File: config.mk
export PLATFORM = sky130hd
export DESIGN_NAME = multi_channel_clock_divider_flat
export DESIGN_NICKNAME = d
export VERILOG_FILES = /design/src/rtl/clock_divider_pkg.sv /design/src/rtl/multi_channel_clock_divider_if.sv /design/src/rtl/clock_divider_channel.sv /design/src/rtl/multi_channel_clock_divider.sv /design/src/flat_wrapper.sv
export SDC_FILE = /design/constraint.sdc
export NUM_CORES = 1
export LEC_CHECK = 0
export CAP_MARGIN = 20
export CORE_ASPECT_RATIO = 1.4
export CORE_MARGIN = 1
export CORE_UTILIZATION = 43
export CTS_CLUSTER_SIZE = 14
export DETAILED_ROUTE_END_ITERATION = 16
export HOLD_SLACK_MARGIN = 0.15
export MAX_ROUTING_LAYER = met4
export PLACE_DENSITY = 0.73
export SKIP_CTS_REPAIR_TIMING = 1
export SYNTH_ARGS = -nofsm -noshare
export SYNTH_HDL_FRONTEND = slang
export SYNTH_SLANG_ARGS = --single-unit
File: constraint.sdc
create_clock -name clk -period 6.3 [get_ports clk]
set_clock_uncertainty 0.15 [all_clocks]
set_input_delay 1.26 -clock clk [delete_from_list [all_inputs] [get_ports clk]]
set_output_delay 1.26 -clock clk [all_outputs]
set_load 0.05 [all_outputs]
File: src/rtl/clock_divider_pkg.sv
// rtl/clock_divider_pkg.sv - shared types, constants and helpers for the clock divider
package clock_divider_pkg;

    typedef enum logic [1:0] {
        ST_IDLE  = 2'd0,
        ST_RUN   = 2'd1,
        ST_DRAIN = 2'd2
    } div_state_t;

    localparam int MIN_DIVISOR = 2;

    // High-phase length: odd periods get the extra cycle in the high phase.
    function automatic logic [31:0] high_len(input logic [31:0] p);
        return (p >> 1) + {31'd0, p[0]};
    endfunction

endpackage

File: src/rtl/multi_channel_clock_divider_if.sv
// rtl/multi_channel_clock_divider_if.sv - control/status bundle of the multi-channel divider
interface multi_channel_clock_divider_if #(
    parameter int N_CHANNELS = 4,
    parameter int DIV_WIDTH  = 16
);
    logic [N_CHANNELS-1:0]           enable;
    logic                            sync;
    logic [N_CHANNELS*DIV_WIDTH-1:0] divisor;
    logic [N_CHANNELS-1:0]           divided_clk_out;
    logic [N_CHANNELS-1:0]           rise_tick;
    logic [N_CHANNELS-1:0]           fall_tick;
    logic [N_CHANNELS-1:0]           busy;

    modport master (
        output enable, sync, divisor,
        input  divided_clk_out, rise_tick, fall_tick, busy
    );

    modport slave (
        input  enable, sync, divisor,
        output divided_clk_out, rise_tick, fall_tick, busy
    );
endinterface

File: src/rtl/clock_divider_channel.sv
// rtl/clock_divider_channel.sv - one divider channel: FSM, period counter, divisor latch, ticks
module clock_divider_channel
    import clock_divider_pkg::*;
#(
    parameter int DIV_WIDTH  = 16,
    parameter bit IDLE_STATE = 1'b0,
    parameter bit STOP_MODE  = 1'b0
) (
    input  logic                 clk,
    input  logic                 rst,
    input  logic                 i_enable,
    input  logic                 i_sync,
    input  logic [DIV_WIDTH-1:0] i_divisor,
    output logic                 o_clk,
    output logic                 o_rise,
    output logic                 o_fall,
    output logic                 o_busy
);

    div_state_t           r_state;
    logic [DIV_WIDTH-1:0] r_cnt;
    logic [DIV_WIDTH-1:0] r_p;
    logic                 r_out;
    logic                 r_rise;
    logic                 r_fall;

    logic [DIV_WIDTH-1:0] w_p_new;
    logic [DIV_WIDTH-1:0] w_h;
    logic [DIV_WIDTH-1:0] w_cnt_inc;
    logic                 w_last;
    logic                 w_next_high;

    assign w_p_new     = (i_divisor < DIV_WIDTH'(MIN_DIVISOR)) ? DIV_WIDTH'(MIN_DIVISOR) : i_divisor;
    assign w_h         = DIV_WIDTH'(high_len(32'(r_p)));
    assign w_cnt_inc   = r_cnt + DIV_WIDTH'(1);
    assign w_last      = (r_cnt == r_p - DIV_WIDTH'(1));
    assign w_next_high = (w_cnt_inc < w_h);

    always_ff @(posedge clk or posedge rst) begin
        if (rst) begin
            r_state <= ST_IDLE;
            r_cnt   <= '0;
            r_p     <= DIV_WIDTH'(MIN_DIVISOR);
            r_out   <= IDLE_STATE;
            r_rise  <= 1'b0;
            r_fall  <= 1'b0;
        end else begin
            r_rise <= 1'b0;
            r_fall <= 1'b0;
            case (r_state)
                ST_IDLE: begin
                    r_cnt <= '0;
                    if (i_enable) begin
                        r_state <= ST_RUN;
                        r_p     <= w_p_new;
                        r_out   <= 1'b1;
                        r_rise  <= (IDLE_STATE == 1'b0);
                    end else begin
                        r_out <= IDLE_STATE;
                    end
                end
                default: begin
                    // Immediate stop outranks a coincident sync.
                    if (!i_enable && !STOP_MODE) begin
                        r_state <= ST_IDLE;
                        r_cnt   <= '0;
                        r_out   <= IDLE_STATE;
                    end else if (i_sync || (w_last && i_enable)) begin
                        r_state <= i_enable ? ST_RUN : ST_DRAIN;
                        r_cnt   <= '0;
                        r_p     <= w_p_new;
                        r_out   <= 1'b1;
                        r_rise  <= !r_out;
                    end else if (w_last) begin
                        r_state <= ST_IDLE;
                        r_cnt   <= '0;
                        r_out   <= IDLE_STATE;
                    end else begin
                        r_state <= i_enable ? ST_RUN : ST_DRAIN;
                        r_cnt   <= w_cnt_inc;
                        r_out   <= w_next_high;
                        r_fall  <= r_out && !w_next_high;
                    end
                end
            endcase
        end
    end

    assign o_clk  = r_out;
    assign o_rise = r_rise;
    assign o_fall = r_fall;
    assign o_busy = (r_state != ST_IDLE);

endmodule

File: src/rtl/multi_channel_clock_divider.sv
// rtl/multi_channel_clock_divider.sv - N independent runtime-programmable clock divider channels
module multi_channel_clock_divider
    import clock_divider_pkg::*;
#(
    parameter int N_CHANNELS = 4,
    parameter int DIV_WIDTH  = 16,
    parameter bit IDLE_STATE = 1'b0,
    parameter bit STOP_MODE  = 1'b0
) (
    input logic                          clk,
    input logic                          rst,
    multi_channel_clock_divider_if.slave bus
);

    logic [N_CHANNELS-1:0] w_out;
    logic [N_CHANNELS-1:0] w_rise;
    logic [N_CHANNELS-1:0] w_fall;
    logic [N_CHANNELS-1:0] w_busy;

    for (genvar i = 0; i < N_CHANNELS; i++) begin : g_ch
        clock_divider_channel #(
            .DIV_WIDTH  (DIV_WIDTH),
            .IDLE_STATE (IDLE_STATE),
            .STOP_MODE  (STOP_MODE)
        ) u_ch (
            .clk       (clk),
            .rst       (rst),
            .i_enable  (bus.enable[i]),
            .i_sync    (bus.sync),
            .i_divisor (bus.divisor[i*DIV_WIDTH +: DIV_WIDTH]),
            .o_clk     (w_out[i]),
            .o_rise    (w_rise[i]),
            .o_fall    (w_fall[i]),
            .o_busy    (w_busy[i])
        );
    end

    assign bus.divided_clk_out = w_out;
    assign bus.rise_tick       = w_rise;
    assign bus.fall_tick       = w_fall;
    assign bus.busy            = w_busy;

endmodule

File: src/flat_wrapper.sv
// flat-port wrapper written by rule: the top's interface ports become plain ports
module multi_channel_clock_divider_flat import clock_divider_pkg::*;
#(
    parameter int N_CHANNELS = 4,
    parameter int DIV_WIDTH  = 16,
    parameter bit IDLE_STATE = 1'b0,
    parameter bit STOP_MODE  = 1'b0
)
  (clk, rst, bus_enable, bus_sync, bus_divisor, bus_divided_clk_out, bus_rise_tick, bus_fall_tick, bus_busy);
  multi_channel_clock_divider_if #(.N_CHANNELS(N_CHANNELS), .DIV_WIDTH(DIV_WIDTH)) bus_i ();
  input logic clk;
  input logic rst;
  input wire logic [$bits(bus_i.enable)-1:0] bus_enable;
  input wire logic [$bits(bus_i.sync)-1:0] bus_sync;
  input wire logic [$bits(bus_i.divisor)-1:0] bus_divisor;
  output wire logic [$bits(bus_i.divided_clk_out)-1:0] bus_divided_clk_out;
  output wire logic [$bits(bus_i.rise_tick)-1:0] bus_rise_tick;
  output wire logic [$bits(bus_i.fall_tick)-1:0] bus_fall_tick;
  output wire logic [$bits(bus_i.busy)-1:0] bus_busy;
  assign bus_i.enable = bus_enable;
  assign bus_i.sync = bus_sync;
  assign bus_i.divisor = bus_divisor;
  assign bus_divided_clk_out = bus_i.divided_clk_out;
  assign bus_rise_tick = bus_i.rise_tick;
  assign bus_fall_tick = bus_i.fall_tick;
  assign bus_busy = bus_i.busy;
  multi_channel_clock_divider #(.N_CHANNELS(N_CHANNELS), .DIV_WIDTH(DIV_WIDTH), .IDLE_STATE(IDLE_STATE), .STOP_MODE(STOP_MODE)) u_core (.clk(clk), .rst(rst), .bus(bus_i));
endmodule
=== Yosys cells after proc, flatten, opt, wreduce, memory -nomap -nowiden ===
Index checks and enable logic that the tools add are counted.

* Register bits: 148
* Bits of input ports: 71
* Output and inout bits: 16
* Logic and storage cells: 192

* $add $sub $neg: 12
* Magnitude comparators: 8
* Equality and inequality tests: 8
* Mux-type cells: 104
* Reductions and logical operators: 36

{| class="wikitable"
|+ Operators with widths
! kind !! count
|-
| 2-to-1 mux 16 bit || 36
|-
| adder 15 x 1 -> 16 bit || 4
|-
| adder 16 x 1 -> 16 bit, second input constant || 4
|-
| equality test 16 bit || 4
|-
| less-than comparator 16 bit || 4
|-
| less-than comparator 16 x 2 -> 1 bit, second input constant || 4
|-
| subtractor 16 x 1 -> 16 bit, second input constant || 4
|-
| 2-to-1 mux 1 bit || 60
|-
| 2-to-1 mux 2 bit || 8
|-
| nonzero test 2 bit || 8
|-
| logical AND 1 bit || 8
|-
| zero test 1 bit || 8
|-
| zero test 2 bit || 4
|-
| inequality test 2 bit, second input constant || 4
|-
| AND reduction 2 bit || 4
|-
| logical OR 1 bit || 4
|}

=== Longest topological paths before layout ===
Gate-level depths: netlist of run 1.

* Depth in word-level cells: 8
* Depth in mapped cells: 15
* Gate-level depth less buffers: 14

=== By module ===
From an unflattened synthesis of run 1, not the netlist that was laid out.

* Cell total of the unflattened synthesis: 1516
* Area, all modules: 13457.9 µm²

{| class="wikitable"
|+ Modules (own cells, without submodules)
! module !! instances !! cells each !! area each (µm²) !! seq. area each (µm²)
|-
| clock_divider_channel || 4 || 379 || 3364.5 || 902.1
|}

=== Least setup slack after synthesis of run 1 ===
OpenSTA, ideal clock, no wires.

* Kind: register to register
* From: register u_core.g_ch[3].u_ch.r_p[3]
* To: register u_core.g_ch[3].u_ch.r_fall
* Library setup time: 0.120 ns
* Arrival time: 3.081 ns
* Data required time: 6.030 ns
* Slack: 2.949 ns
* Stages on the path, launching flop included: 16
* Path buffers: 2
* Period minus slack after synthesis: 3.351 ns
* Cells stage by stage: dfrtp_1 -> clkbuf_1 -> and2_1 -> and4_1 -> and3_1 -> clkbuf_1 -> nand3_1 -> xor2_1 -> ha_1 -> a21o_1 -> a21o_1 -> a21o_1 -> a211oi_1 -> o21bai_1 -> a211o_1 -> and4_1

* Longest elaborated chain between the ends: 8
* Elaborated cells on any way between the ends: 12
* Classes of those cells: 2 x add/sub; 1 x order compare; 1 x eq/ne; 4 x mux; 4 x reduce/logical

{| class="wikitable"
|+ RTL lines
! element !! line !! RTL
|-
| start: declaration || clock_divider_channel.sv:22 || <nowiki>logic [DIV_WIDTH-1:0] r_p;</nowiki>
|-
| start signal: assignment || clock_divider_channel.sv:43 || <nowiki>r_p <= DIV_WIDTH'(MIN_DIVISOR);</nowiki>
|-
| start signal: assignment || clock_divider_channel.sv:55 || <nowiki>r_p <= w_p_new;</nowiki>
|-
| start signal: assignment || clock_divider_channel.sv:71 || <nowiki>r_p <= w_p_new;</nowiki>
|-
| adder 15 x 1 -> 16 bit || clock_divider_pkg.sv:14 || <nowiki>return (p >> 1) + {31'd0, p[0]};</nowiki>
|-
| less-than comparator 16 bit || clock_divider_channel.sv:37 || <nowiki>assign w_next_high = (w_cnt_inc < w_h);</nowiki>
|-
| zero test 1 bit || clock_divider_channel.sv:82 || <nowiki>r_fall <= r_out && !w_next_high;</nowiki>
|-
| logical AND 1 bit || clock_divider_channel.sv:82 ||
|-
| 2-to-1 mux 1 bit || clock_divider_channel.sv:74 || <nowiki>end else if (w_last) begin</nowiki>
|-
| 2-to-1 mux 1 bit (*) || clock_divider_channel.sv:68 || <nowiki>end else if (i_sync || (w_last && i_enable)) begin</nowiki>
|-
| 2-to-1 mux 1 bit (*) || clock_divider_channel.sv:64 || <nowiki>if (!i_enable && !STOP_MODE) begin</nowiki>
|-
| 2-to-1 mux 1 bit (*) || clock_divider_channel.sv:50 || <nowiki>case (r_state)</nowiki>
|-
| end signal: assignment || clock_divider_channel.sv:82 ||
|-
| end: declaration || clock_divider_channel.sv:25 || <nowiki>logic r_fall;</nowiki>
|}

Every way passes the cells marked *; elsewhere a longest branch is shown, timed or not.
A chain may end at the register's enable or synchronous reset.

=== Final worst setup path of run 1 ===
* From: register u_core.g_ch[2].u_ch.r_p[0]
* To: register u_core.g_ch[2].u_ch.r_cnt[4]

* Longest elaborated chain between the ends: 7
* Elaborated cells on any way between the ends: 8
* Classes of those cells: 1 x add/sub; 1 x eq/ne; 4 x mux; 2 x reduce/logical

{| class="wikitable"
|+ RTL lines
! element !! line !! RTL
|-
| start: declaration || clock_divider_channel.sv:22 ||
|-
| start signal: assignment || clock_divider_channel.sv:43 ||
|-
| start signal: assignment || clock_divider_channel.sv:55 ||
|-
| start signal: assignment || clock_divider_channel.sv:71 ||
|-
| subtractor 16 x 1 -> 16 bit (*) || clock_divider_channel.sv:36 || <nowiki>assign w_last = (r_cnt == r_p - DIV_WIDTH'(1));</nowiki>
|-
| equality test 16 bit (*) || clock_divider_channel.sv:36 ||
|-
| logical AND 1 bit || clock_divider_channel.sv:68 ||
|-
| logical OR 1 bit || clock_divider_channel.sv:68 ||
|-
| 2-to-1 mux 16 bit (*) || clock_divider_channel.sv:68 ||
|-
| 2-to-1 mux 16 bit (*) || clock_divider_channel.sv:64 ||
|-
| 2-to-1 mux 16 bit (*) || clock_divider_channel.sv:50 ||
|-
| end signal: assignment || clock_divider_channel.sv:80 || <nowiki>r_cnt <= w_cnt_inc;</nowiki>
|-
| end: declaration || clock_divider_channel.sv:21 || <nowiki>logic [DIV_WIDTH-1:0] r_cnt;</nowiki>
|}

Marked as above.

==> results of run 1 <==
[report_power, final]
| part | switching [mW] | internal [mW] | total [mW] |
|---|---|---|---|
| Sequential | 0.173 | 0.996 | 1.17 |
| Clock | 0.454 | 0.568 | 1.02 |
| Combinational | 0.401 | 0.336 | 0.736 |
[kinds of logic after synthesis]
kind of cell	Yosys count
simple gates	561
compound gates	262
buf+inv	184
xor+xnor	177
flops	144
fa+ha+maj	76
mux	25
[cell usage in the layout, fill, tap and decap left out, types with 16 or more instances in the layout]
master,count
sky130_fd_sc_hd__nor2_1,58
sky130_fd_sc_hd__nand4_1,34
sky130_fd_sc_hd__clkbuf_16,17
sky130_fd_sc_hd__or4_1,23
sky130_fd_sc_hd__nand2_1,92
sky130_fd_sc_hd__inv_1,60
sky130_fd_sc_hd__xor2_1,62
sky130_fd_sc_hd__dfrtp_1,140
sky130_fd_sc_hd__nor3_1,57
sky130_fd_sc_hd__nor2b_1,65
sky130_fd_sc_hd__clkdlybuf4s50_1,86
sky130_fd_sc_hd__and3_1,32
sky130_fd_sc_hd__a311o_1,30
sky130_fd_sc_hd__xnor2_1,115
sky130_fd_sc_hd__nor4_1,29
sky130_fd_sc_hd__o211ai_1,20
sky130_fd_sc_hd__o22ai_1,32
sky130_fd_sc_hd__ha_1,76
sky130_fd_sc_hd__a31oi_1,24
sky130_fd_sc_hd__o21ai_0,27
sky130_fd_sc_hd__mux2_2,16
sky130_fd_sc_hd__nand3_1,95
[area by class of cell]
cell class                 count  area, µm²
clock buffer                  18        439
clock inverter                14        146
fill                        2606      14100
inverter                      61        234
multi-input combinational   1101       7890
sequential                   144       3610
tap                          370        463
timing repair buffer          96        956
[worst register-to-register path, delay by kind of cell, from the launching register on]
| kind | cells | cell delay (ps) |
|---|---|---|
| and+or+nand+nor | 4 | 1650 |
| AOI/OAI and AO/OA | 3 | 1260 |
| DFF | 1 | 450 |
| adders and majority gates | 1 | 200 |
| buffers and inverters | 1 | 100 |
[routing by layer]
| metal | vias up | global-route usage, % |
|---|---|---|
| met4 | 0 | 8.46 |
| met2 | 255 | 36.7 |
| li1 | 5199 | - |
| met3 | 60 | 2.65 |
| met1 | 5141 | 26.6 |
| met5 | - | - |
[flip-flops by register name, indices dropped and copies added (netlist names)]
| signal | flops |
|---|---|
| u_core.g_ch.u_ch.o_fall | 4 |
| u_core.g_ch.u_ch.o_rise | 4 |
| u_core.g_ch.u_ch.r_state | 4 |
| u_core.g_ch.u_ch.o_clk | 4 |
| u_core.g_ch.u_ch.r_cnt | 64 |
| u_core.g_ch.u_ch.r_p | 64 |
[worst max path at each step]
stage	cells after the start	slack (ps)	to
2_1_floorplan	1	1030	u_core.g_ch[0].u_ch.o_clk
3_3_place_gp	10	2420	u_core.g_ch[1].u_ch.o_fall
3_5_place_dp	9	2330	u_core.g_ch[2].u_ch.r_cnt[4]
4_1_cts	9	2340	u_core.g_ch[2].u_ch.r_cnt[4]
5_1_grt	13	2100	u_core.g_ch[0].u_ch.o_fall
6_report	9	2340	u_core.g_ch[2].u_ch.r_cnt[4]
[per-stage QoR]
stage	total power, mW	hold slack [ps]	area [µm²]
floorplan	1.72	310	12300
global placement	1.89	369	13100
detailed placement	1.91	350	13100
CTS	2.95	357	13700
global route	3.10	405	13700
finish	2.93	359	13700
==> PnR_summary.wiki, run 1 <==
{| class="wikitable"
! Metric !! Value
|-
| Static Leak || 5.61 nW
|-
| CP delay by family, top || simple AND/OR/NAND/NOR gates
|-
| Clock-pin transition on the worst setup and hold timing paths || 60 ps
|-
| Count leader, synth || sky130_fd_sc_hd__dfrtp_1
|-
| Chip height || 202 µm
|-
| Initial Utilization || 44.1%
|-
| Power density cells || 213 nW/µm²
|-
| Number of setup violations in the final report || 0
|-
| Combinational family with the most area after synthesis || simple AND/OR/NAND/NOR gates
|-
| Buffering stage count on the worst path with inverters included || 1
|-
| Met3 routed wirelength || 835 µm
|-
| Number of max-capacitance violations reported || 0
|-
| List of cells traversed by the critical path || inv_1 > ha_1 > or4b_1 > or4_1 > a32o_1 > a2111oi_4 > nand4_2 > o211ai_2 > nor2b_1
|-
| Simple logic cell fraction of the synthesized area || 25.2%
|-
| Dominant register cell in the synthesized netlist || sky130_fd_sc_hd__dfrtp_1
|-
| Worst reg2reg path startpoint || u_core.g_ch[2].u_ch.r_p[0]
|-
| Worst slew pin tran || 1020 ps
|-
| Largest area contributor in the netlist || sky130_fd_sc_hd__dfrtp_1
|-
| Routed via count || 10,700
|-
| Final setup slack of the worst path || 2340 ps
|-
| Sequential-to-total area share from yosys stat || 29.4%
|-
| Clk sinks || 144
|-
| Detail Route met2 WL || 15,200 µm
|-
| Post-synthesis mux area share || 2.20%
|-
| Number of nets produced by synthesis || 1,576
|-
| Maximum number of pins on one net before global-route repair || 100
|-
| Vias in the first global route || 10,400
|-
| Most instantiated cells after synthesis || 140 x sky130_fd_sc_hd__dfrtp_1, 115 x sky130_fd_sc_hd__xnor2_1, 95 x sky130_fd_sc_hd__nand3_1, 92 x sky130_fd_sc_hd__nand2_1, 82 x sky130_fd_sc_hd__clkbuf_1
|-
| R2r setup slk || 2340 ps
|-
| Source-to-sink clock delay at the later pin of the worst-skew pair || 430 ps
|-
| Post-layout minimum cycle time || 3960 ps
|-
| Maximum ir drop on the vdd rail || 0.000167 V
|-
| Sum of overflow across all layers after global routing || 0
|-
| Nets || 1,568
|-
| First drt pass iteration count || 5
|-
| Dominant cells by area after synthesis || sky130_fd_sc_hd__dfrtp_1 29%, sky130_fd_sc_hd__xnor2_1 8.2%, sky130_fd_sc_hd__ha_1 7.7%
|-
| Length in cells of the worst reg-to-reg path || 9
|-
| Max-slew headroom at the worst pin || 31.7%
|-
| Detailed-route DRC error count || 0
|-
| Number of enable flip-flop cells after synthesis || 0
|-
| Critical hold path startpoint || u_core.g_ch[2].u_ch.o_clk
|-
| Area fraction in compound gates after synthesis || 16.4%
|-
| Area share of the largest cell type after synthesis || 28.5%
|-
| Final-report max-slew violation count || 0
|-
| Global-route wire length before repair || 50,400 µm
|-
| CP required || 6430 ps
|-
| Diodes inserted || 0
|-
| CTS buffer count || 17
|-
| WHS Path Cells || 1
|-
| Top Metal Used || met4
|-
| Highest net fanout along the worst path || 17
|-
| Post-synthesis register bit count || 144
|-
| Relative area change from synthesis to final layout || 11.9%
|-
| Antenna Violating Nets Remaining || 0
|-
| Number of warnings printed during yosys synthesis || 0
|-
| Setup CP Type || register to register
|-
| Kind of start point of the critical path || register
|-
| Crit path capture type || register
|-
| Clock Root Buffer || sky130_fd_sc_hd__clkbuf_16
|-
| Wire length the detailed router placed on met1 || 13,100 µm
|-
| 1st-iter DRT viols || 556
|-
| Gp weighted congestion || 0.913
|-
| Adder and majority cell fraction of the synthesized area || 7.74%
|-
| Die span in x || 145 µm
|-
| End of the worst register-to-register path || u_core.g_ch[2].u_ch.r_cnt[4]
|-
| Worst EP arrival || 4090 ps
|-
| Path category of the worst min-delay check || register to register
|-
| Total core area || 27,800 µm²
|-
| Detailed-placement wirelength estimate || 22,200 µm
|-
| Average footprint of a synthesized cell || 8.59 µm²
|-
| Xor-xnor portion of the synthesized cell area || 12.6%
|-
| Setup repair after global routing missed its margin || false
|-
| Die Outline Area || 29,200 µm²
|-
| Final cell count without fillers || 1,804
|-
| Number of distinct library cells after synthesis || 78
|-
| Final worst path period share || 62.9%
|-
| Highest clock frequency the design can meet || 252 MHz
|-
| Worst Hold End || u_core.g_ch[2].u_ch.o_rise
|-
| Top Ports || 87
|-
| # H-tree levels || 4
|-
| Worst setup path start || u_core.g_ch[2].u_ch.r_p[0]
|-
| Vias per Instance || 5.91
|-
| Count of buffers inserted at the top-level ports || 86
|-
| Clock Tree Buf Depth || 2
|-
| Result of the run || finished clean
|-
| Cell type of the slowest stage on the worst timing path || sky130_fd_sc_hd__o211ai_2
|-
| Fraction of layout cells with a size suffix above 1 || 7.32%
|-
| Average wire per cell in the routed design || 16.6 µm
|-
| Post-route setup TNS || 0 ps
|-
| Post-Syn Area || 12,300 µm²
|-
| Placed Cells incl. Taps || 1,771
|-
| Total length of routed wires || 29,900 µm
|-
| Worst setup slack before clock tree synthesis || 2330 ps
|-
| GRT Util Overall || 21.9%
|-
| Largest stage delay on the critical path || 760 ps
|-
| Row count || 72
|-
| Clock tree from TritonCTS || done
|-
| Instance count of the mapped netlist || 1,429
|-
| Initial antenna violation count || 0
|-
| Asr flop ratio synth || 100%
|-
| Final hold violation count || 0
|-
| Fin util || 49.4%
|}
Note: power is estimated with default switching activity, not from simulation.
==> inputs of run 2 (changes only) <==
--- a/config.mk
+++ b/config.mk
@@ -13,7 +13,7 @@
 export DETAILED_ROUTE_END_ITERATION = 16
 export HOLD_SLACK_MARGIN = 0.15
 export MAX_ROUTING_LAYER = met4
-export PLACE_DENSITY = 0.73
+export PLACE_DENSITY = 0.76
 export SKIP_CTS_REPAIR_TIMING = 1
 export SYNTH_ARGS = -nofsm -noshare
 export SYNTH_HDL_FRONTEND = slang
==> constraint.sdc (replaced) <==
create_clock -name clk -period 3.2 [get_ports clk]
set_clock_uncertainty 0.15 [all_clocks]
set_input_delay 0.64 -clock clk [delete_from_list [all_inputs] [get_ports clk]]
set_output_delay 0.64 -clock clk [all_outputs]
set_load 0.05 [all_outputs]
==> PnR_summary.wiki, run 2 (same netlist as run 1, synthesis figures left out) <==
{| class="wikitable"
! Metric !! Value
|-
| First drt pass iteration count || 5 (unchanged)
|-
| Total length of routed wires || 33,700 µm (was 29,900 µm)
|-
| WHS Path Cells || 1 (unchanged)
|-
| Worst setup slack before clock tree synthesis || -263 ps (was 2330 ps)
|-
| Vias per Instance || 5.86 (was 5.91)
|-
| Placed Cells incl. Taps || 1,899 (was 1,771)
|-
| Static Leak || 6.60 nW (was 5.61 nW)
|-
| Worst slew pin tran || 518 ps (was 1020 ps)
|-
| Die Outline Area || 29,200 µm² (unchanged)
|-
| Share of total power in the clock network || 31.3% (was 34.9%)
|-
| Total core area || 27,800 µm² (unchanged)
|-
| Setup CP Type || register to register (unchanged)
|-
| Average wire per cell in the routed design || 17.2 µm (was 16.6 µm)
|-
| Global-route wire length before repair || 53,500 µm (was 50,400 µm)
|-
| Clock Tree Buf Depth || 2 (unchanged)
|-
| Total power || 6.15 mW (was 2.93 mW)
|-
| CP required || 3380 ps (was 6430 ps)
|-
| Highest clock frequency the design can meet || 307 MHz (was 252 MHz)
|-
| Clock Root Buffer || sky130_fd_sc_hd__clkbuf_16 (unchanged)
|-
| End of the worst register-to-register path || u_core.g_ch[2].u_ch.r_p[6] (was u_core.g_ch[2].u_ch.r_cnt[4])
|-
| Row count || 72 (unchanged)
|-
| Proportion of power drawn by flip-flops and latches || 35.2% (was 39.9%)
|-
| Crit path capture type || register (unchanged)
|-
| Filler cell count || 2,332 (was 2,606)
|-
| Routed via count || 11,500 (was 10,700)
|-
| Post-layout minimum cycle time || 3260 ps (was 3960 ps)
|-
| Final hold violation count || 0 (unchanged)
|-
| Length in cells of the worst reg-to-reg path || 9 (unchanged)
|-
| Cell type of the slowest stage on the worst timing path || sky130_fd_sc_hd__or4b_4 (was sky130_fd_sc_hd__o211ai_2)
|-
| Clock-pin transition on the worst setup and hold timing paths || 60 ps (about the same)
|-
| Fraction of layout cells with a size suffix above 1 || 22.8% (was 7.32%)
|-
| # H-tree levels || 4 (unchanged)
|-
| Number of max-capacitance violations reported || 0 (unchanged)
|-
| Post-route setup TNS || -228 ps (was 0 ps)
|-
| Source-to-sink clock delay at the later pin of the worst-skew pair || 460 ps (was 430 ps)
|-
| Result of the run || complete, but fails checks (was finished clean)
|-
| Diodes inserted || 0 (unchanged)
|-
| Commonest cells after routing, fill and taps aside || 141 x sky130_fd_sc_hd__buf_4, 137 x sky130_fd_sc_hd__dfrtp_1, 110 x sky130_fd_sc_hd__xnor2_1, 89 x sky130_fd_sc_hd__nand2_1, 86 x sky130_fd_sc_hd__clkdlybuf4s50_1 (was 140 x sky130_fd_sc_hd__dfrtp_1, 115 x sky130_fd_sc_hd__xnor2_1, 95 x sky130_fd_sc_hd__nand3_1, 92 x sky130_fd_sc_hd__nand2_1, 86 x sky130_fd_sc_hd__clkdlybuf4s50_1)
|-
| Relative area change from synthesis to final layout || 27.6% (was 11.9%)
|-
| Initial Utilization || 44.1% (unchanged)
|-
| Proportion of total power due to net switching || 35.0% (was 35.1%)
|-
| Internal cell power || 4.00 mW (was 1.90 mW)
|-
| 1st-iter DRT viols || 609 (was 556)
|-
| Failing checks || setup timing
|-
| R2r setup slk || -60 ps (was 2340 ps)
|-
| Count of buffers inserted at the top-level ports || 86 (unchanged)
|-
| Maximum number of pins on one net before global-route repair || 68 (was 100)
|-
| Detailed-route DRC error count || 0 (unchanged)
|-
| Setup repair after global routing missed its margin || true (was false)
|-
| Clk sinks || 144 (unchanged)
|-
| Vias in the first global route || 11,200 (was 10,400)
|-
| Max-slew headroom at the worst pin || 65.4% (was 31.7%)
|-
| Initial antenna violation count || 0 (unchanged)
|-
| Die span in x || 145 µm (unchanged)
|-
| Switching power || 2.15 mW (was 1.03 mW)
|-
| Largest stage delay on the critical path || 510 ps (was 760 ps)
|-
| Combinational cell fraction of total power || 33.5% (was 25.1%)
|-
| Antenna Violating Nets Remaining || 0 (unchanged)
|-
| GRT Util Overall || 23.5% (was 21.9%)
|-
| Final-report max-slew violation count || 0 (unchanged)
|-
| Kind of start point of the critical path || register (unchanged)
|-
| Number of setup violations in the final report || 7 (was 0)
|-
| Clock tree from TritonCTS || done (unchanged)
|-
| Most frequent standard cell in the layout excluding fill and tap cells || sky130_fd_sc_hd__buf_4 (was sky130_fd_sc_hd__dfrtp_1)
|-
| Path category of the worst min-delay check || register to register (unchanged)
|-
| Regs by FF count || u_core.g_ch.u_ch.r_cnt: 64 flops, u_core.g_ch.u_ch.r_p: 64 flops (unchanged)
|-
| Maximum ir drop on the vdd rail || 0.000410 V (was 0.000167 V)
|-
| Detailed-placement wirelength estimate || 24,300 µm (was 22,200 µm)
|-
| Final worst path period share || 102% (was 62.9%)
|-
| List of cells traversed by the critical path || inv_2 > ha_4 > or4b_4 > or4_4 > a32o_2 > a2111oi_4 > and4_4 > nand2_4 > a311o_1 (was inv_1 > ha_1 > or4b_1 > or4_1 > a32o_1 > a2111oi_4 > nand4_2 > o211ai_2 > nor2b_1)
|-
| Top Ports || 87 (unchanged)
|-
| Final cell count without fillers || 1,958 (was 1,804)
|-
| Hold Slack || 337 ps (was 359 ps)
|-
| Sum of overflow across all layers after global routing || 0 (unchanged)
|-
| Gp weighted congestion || 0.946 (was 0.913)
|-
| Chip height || 202 µm (unchanged)
|-
| CTS buffer count || 17 (unchanged)
|-
| Critical hold path startpoint || u_core.g_ch[1].u_ch.r_cnt[0] (was u_core.g_ch[2].u_ch.o_clk)
|-
| Worst reg2reg path startpoint || u_core.g_ch[2].u_ch.r_p[0] (unchanged)
|-
| Nets || 1,723 (was 1,568)
|-
| Worst Hold End || u_core.g_ch[1].u_ch.r_cnt[0] (was u_core.g_ch[2].u_ch.o_rise)
|-
| Power density cells || 392 nW/µm² (was 213 nW/µm²)
|-
| Final setup slack of the worst path || -58.7 ps (was 2340 ps)
|-
| Worst EP arrival || 3440 ps (was 4090 ps)
|-
| Highest net fanout along the worst path || 7 (was 17)
|}
-- run 2: worst max path at each step --
| stage | start | end | slack [ps] | cells after the start |
|---|---|---|---|---|
| 2_1_floorplan | u_core.g_ch[2].u_ch.r_p[0] | u_core.g_ch[2].u_ch.r_p[9] | -50 | 11 |
| 3_3_place_gp | u_core.g_ch[2].u_ch.r_p[1] | u_core.g_ch[2].u_ch.o_fall | -270 | 13 |
| 3_5_place_dp | u_core.g_ch[2].u_ch.r_p[1] | u_core.g_ch[2].u_ch.o_fall | -260 | 13 |
| 4_1_cts | u_core.g_ch[2].u_ch.r_p[1] | u_core.g_ch[2].u_ch.o_fall | -320 | 13 |
| 5_1_grt | u_core.g_ch[0].u_ch.r_p[8] | u_core.g_ch[0].u_ch.o_clk | -190 | 15 |
| 6_report | u_core.g_ch[2].u_ch.r_p[0] | u_core.g_ch[2].u_ch.r_p[6] | -60 | 9 |
-- run 2: layout make-up --
type	count	area, µm²	area share, %
Timing Repair Buffer	250	2340	14.9
Clock inverter	13	115	0.734
Multi-Input combinational cell	1102	8480	54.1
Sequential cell	144	3610	23.0
Tap cell	370	463	2.95
Inverter	61	233	1.48
Clock buffer	18	439	2.80
-- run 2: critical path, delay by kind of cell, from the launching register on --
| kind | cells | cell delay, ps |
|---|---|---|
| AND/OR/NAND/NOR | 4 | 1460 |
| AO/OA/AOI/OAI | 3 | 900 |
| flip-flops | 1 | 420 |
| adder cells (fa/ha/maj) | 1 | 120 |
| buffers and inverters | 1 | 100 |
-- run 2: power groups by stage --
stage / Clock (mW) / Sequential (mW) / Combinational, mW
floorplan: 0 / 2.09 / 1.30
global placement: 0 / 2.17 / 1.83
detailed placement: 0 / 2.17 / 1.88
CTS: 1.97 / 2.14 / 1.89
global route: 2.02 / 2.18 / 2.25
finish: 1.92 / 2.16 / 2.06
-- run 2: stage by stage --
stage,utilization [%],instance area (µm²)
after floorplan,-,12300
after CTS,53.2,14800
after global placement,51.2,14200
final,56.3,15700
after global routing,56.3,15700
after detailed placement,51.2,14200
-- run 2: per-layer routing --
layer | GRT usage, % | vias up | wire length [µm]
met3 | 2.70 | 90 | 1180
met2 | 40.1 | 338 | 17800
met4 | 11.0 | 0 | 1180
met1 | 27.3 | 5551 | 13600
li1 | - | 5496 | -
met5 | - | - | 0
==> inputs of run 3 (changes only) <==
--- a/config.mk
+++ b/config.mk
@@ -7,7 +7,7 @@
 export LEC_CHECK = 0
 export CAP_MARGIN = 20
 export CORE_ASPECT_RATIO = 1.4
-export CORE_MARGIN = 1
+export CORE_MARGIN = 3
 export CORE_UTILIZATION = 43
 export CTS_CLUSTER_SIZE = 14
 export DETAILED_ROUTE_END_ITERATION = 16
==> PnR_summary.wiki, run 3 (same netlist as run 1, synthesis figures left out) <==
{| class="wikitable"
! Metric !! Value
|-
| Chip height || 206 µm (was 202 µm)
|-
| Total core area || 27,900 µm² (was 27,800 µm²)
|-
| Nets || 1,700 (was 1,723)
|-
| Routed via count || 11,400 (was 11,500)
|-
| Global-route wire length before repair || 53,900 µm (was 53,500 µm)
|-
| Initial antenna violation count || 0 (unchanged)
|-
| Power density cells || 409 nW/µm² (was 392 nW/µm²)
|-
| Detailed-route DRC error count || 0 (unchanged)
|-
| Maximum ir drop on the vdd rail || 0.000328 V (was 0.000410 V)
|-
| Clock Tree Buf Depth || 2 (unchanged)
|-
| Number of setup violations in the final report || 18 (was 7)
|-
| Count of buffers inserted at the top-level ports || 86 (unchanged)
|-
| Static Leak || 6.38 nW (was 6.60 nW)
|-
| Vias in the first global route || 11,300 (was 11,200)
|-
| Max-slew headroom at the worst pin || 61.5% (was 65.4%)
|-
| R2r setup slk || -30 ps (was -60 ps)
|-
| Cell type of the slowest stage on the worst timing path || sky130_fd_sc_hd__or4b_4 (unchanged)
|-
| Detailed-placement wirelength estimate || 24,400 µm (was 24,300 µm)
|-
| Diodes inserted || 0 (unchanged)
|-
| Number of max-capacitance violations reported || 0 (unchanged)
|-
| Maximum number of pins on one net before global-route repair || 63 (was 68)
|-
| Storage element area || 3620 µm² (was 3610 µm²)
|-
| Critical hold path startpoint || u_core.g_ch[2].u_ch.r_cnt[0] (was u_core.g_ch[1].u_ch.r_cnt[0])
|-
| First drt pass iteration count || 7 (was 5)
|-
| Failing checks || setup timing (unchanged)
|-
| Worst Hold End || u_core.g_ch[2].u_ch.r_cnt[0] (was u_core.g_ch[1].u_ch.r_cnt[0])
|-
| # H-tree levels || 4 (unchanged)
|-
| Top Ports || 87 (unchanged)
|-
| Final cell count without fillers || 1,936 (was 1,958)
|-
| Post-layout minimum cycle time || 3230 ps (was 3260 ps)
|-
| List of cells traversed by the critical path || inv_2 > ha_4 > or4b_4 > or4_1 > a32o_2 > a2111oi_4 > nand4_4 > o211ai_4 > buf_12 > nor2b_1 (was inv_2 > ha_4 > or4b_4 > or4_4 > a32o_2 > a2111oi_4 > and4_4 > nand2_4 > a311o_1)
|-
| Die span in x || 149 µm (was 145 µm)
|-
| WHS Path Cells || 1 (unchanged)
|-
| End of the worst register-to-register path || u_core.g_ch[2].u_ch.r_cnt[3] (was u_core.g_ch[2].u_ch.r_p[6])
|-
| Die Outline Area || 30,700 µm² (was 29,200 µm²)
|-
| Vias per Instance || 5.88 (was 5.86)
|-
| Clock tree from TritonCTS || done (unchanged)
|-
| Row count || 72 (unchanged)
|-
| Total power || 6.28 mW (was 6.15 mW)
|-
| Total length of routed wires || 33,100 µm (was 33,700 µm)
|-
| Setup CP Type || register to register (unchanged)
|-
| Average wire per cell in the routed design || 17.1 µm (was 17.2 µm)
|-
| Clock-pin transition on the worst setup and hold timing paths || 60 ps (about the same)
|-
| Clock Root Buffer || sky130_fd_sc_hd__clkbuf_16 (unchanged)
|-
| Relative area change from synthesis to final layout || 24.8% (was 27.6%)
|-
| Sum of overflow across all layers after global routing || 0 (unchanged)
|-
| Regs by FF count || u_core.g_ch.u_ch.r_cnt: 64 flops, u_core.g_ch.u_ch.r_p: 64 flops (unchanged)
|-
| Highest net fanout along the worst path || 8 (was 7)
|-
| Path category of the worst min-delay check || register to register (unchanged)
|-
| Commonest cells after routing, fill and taps aside || 134 x sky130_fd_sc_hd__dfrtp_1, 123 x sky130_fd_sc_hd__buf_4, 112 x sky130_fd_sc_hd__xnor2_1, 92 x sky130_fd_sc_hd__nand2_1, 91 x sky130_fd_sc_hd__nand3_1 (was 141 x sky130_fd_sc_hd__buf_4, 137 x sky130_fd_sc_hd__dfrtp_1, 110 x sky130_fd_sc_hd__xnor2_1, 89 x sky130_fd_sc_hd__nand2_1, 86 x sky130_fd_sc_hd__clkdlybuf4s50_1)
|-
| Worst EP arrival || 3400 ps (was 3440 ps)
|-
| Final hold violation count || 0 (unchanged)
|-
| Area after DPL || 14,200 µm² (about the same)
|-
| Post-route setup TNS || -334 ps (was -228 ps)
|-
| GRT Util Overall || 21.8% (was 23.5%)
|-
| CTS buffer count || 17 (unchanged)
|-
| Setup repair after global routing missed its margin || true (unchanged)
|-
| 1st-iter DRT viols || 650 (was 609)
|-
| Final-report max-slew violation count || 0 (unchanged)
|-
| Worst reg2reg path startpoint || u_core.g_ch[2].u_ch.r_p[0] (unchanged)
|-
| Clk sinks || 144 (unchanged)
|-
| Area occupied by multi-input gates || 8290 µm² (was 8480 µm²)
|-
| Final setup slack of the worst path || -34.0 ps (was -58.7 ps)
|-
| Length in cells of the worst reg-to-reg path || 10 (was 9)
|-
| CP required || 3370 ps (was 3380 ps)
|-
| Fraction of layout cells with a size suffix above 1 || 19.5% (was 22.8%)
|-
| Source-to-sink clock delay at the later pin of the worst-skew pair || 440 ps (was 460 ps)
|-
| Most frequent standard cell in the layout excluding fill and tap cells || sky130_fd_sc_hd__dfrtp_1 (was sky130_fd_sc_hd__buf_4)
|-
| Filler cell count || 2,448 (was 2,332)
|-
| Placed Cells incl. Taps || 1,893 (was 1,899)
|-
| Post-Layout Inst Area || 15,300 µm² (was 15,700 µm²)
|-
| Final worst path period share || 101% (was 102%)
|-
| Kind of start point of the critical path || register (unchanged)
|-
| Crit path capture type || register (unchanged)
|-
| Initial Utilization || 44.0% (was 44.1%)
|-
| Antenna Violating Nets Remaining || 0 (unchanged)
|-
| Highest clock frequency the design can meet || 309 MHz (was 307 MHz)
|-
| Gp weighted congestion || 0.936 (was 0.946)
|-
| Result of the run || complete, but fails checks (unchanged)
|-
| Largest stage delay on the critical path || 500 ps (was 510 ps)
|-
| Fin util || 54.9% (was 56.3%)
|-
| Worst slew pin tran || 576 ps (was 518 ps)
|}
run 3: changes by cell type in the layout (fill, tap and decap cells not counted), moves of 7 or more:
| cell | change |
|---|---|
| sky130_fd_sc_hd__buf_4 | -18 |
| sky130_fd_sc_hd__nand3_1 | +7 |
| sky130_fd_sc_hd__nand3_2 | -7 |
| sky130_fd_sc_hd__nor3_1 | +11 |
| sky130_fd_sc_hd__nor3_2 | -11 |
| sky130_fd_sc_hd__or4_1 | +12 |
| sky130_fd_sc_hd__or4_4 | -12 |
run 3: worst max-delay path: cells and delay by family (launching register included):
kind	cells	cell delay (ps)
adder cells (fa/ha/maj)	1	120
buffers and inverters	2	290
AO/OA/AOI/OAI	3	870
AND/OR/NAND/NOR	4	1270
flip-flops	1	410
run 3: final cells by class:
class / instances / share of cell area, %
clock buffer: 18 / 2.80
clock inverter: 14 / 1.24
inverter: 61 / 1.52
multi-input combinational: 1101 / 54.1
sequential: 144 / 23.6
tap: 370 / 3.02
timing repair buffer: 228 / 13.8
run 3: power by group:
group | internal, mW | switching, mW
Combinational | 0.904 | 1.07
Sequential | 1.97 | 0.190
Clock | 1.30 | 0.843
Total | 4.17 | 2.10
run 3: metrics by stage:
step                      hold WS [ps]  setup WS, ps
after global routing               405          -161
after floorplan                    310         -51.9
after global placement             348         -84.7
final                              395         -34.0
after detailed placement           367          -100
after CTS                          377          -114
run 3: metal layers:
layer | GRT usage (%) | share of wire (%)
met1 | 25.1 | 41
met5 | - | 0
met4 | 7.62 | 3.3
met2 | 39.0 | 52
met3 | 2.74 | 3.8
run 3: worst max-delay path by stage:
stage | start | to | slack (ps) | cells past startpoint
floorplan | u_core.g_ch[2].u_ch.r_p[0] | u_core.g_ch[2].u_ch.r_p[9] | -50 | 11
global placement | u_core.g_ch[2].u_ch.r_p[0] | u_core.g_ch[2].u_ch.r_cnt[2] | -80 | 11
detailed placement | u_core.g_ch[2].u_ch.r_p[0] | u_core.g_ch[2].u_ch.r_cnt[6] | -100 | 11
CTS | u_core.g_ch[2].u_ch.r_p[0] | u_core.g_ch[2].u_ch.r_cnt[6] | -110 | 11
global route | u_core.g_ch[2].u_ch.r_p[1] | u_core.g_ch[2].u_ch.o_clk | -160 | 14
finish | u_core.g_ch[2].u_ch.r_p[0] | u_core.g_ch[2].u_ch.r_cnt[3] | -30 | 10
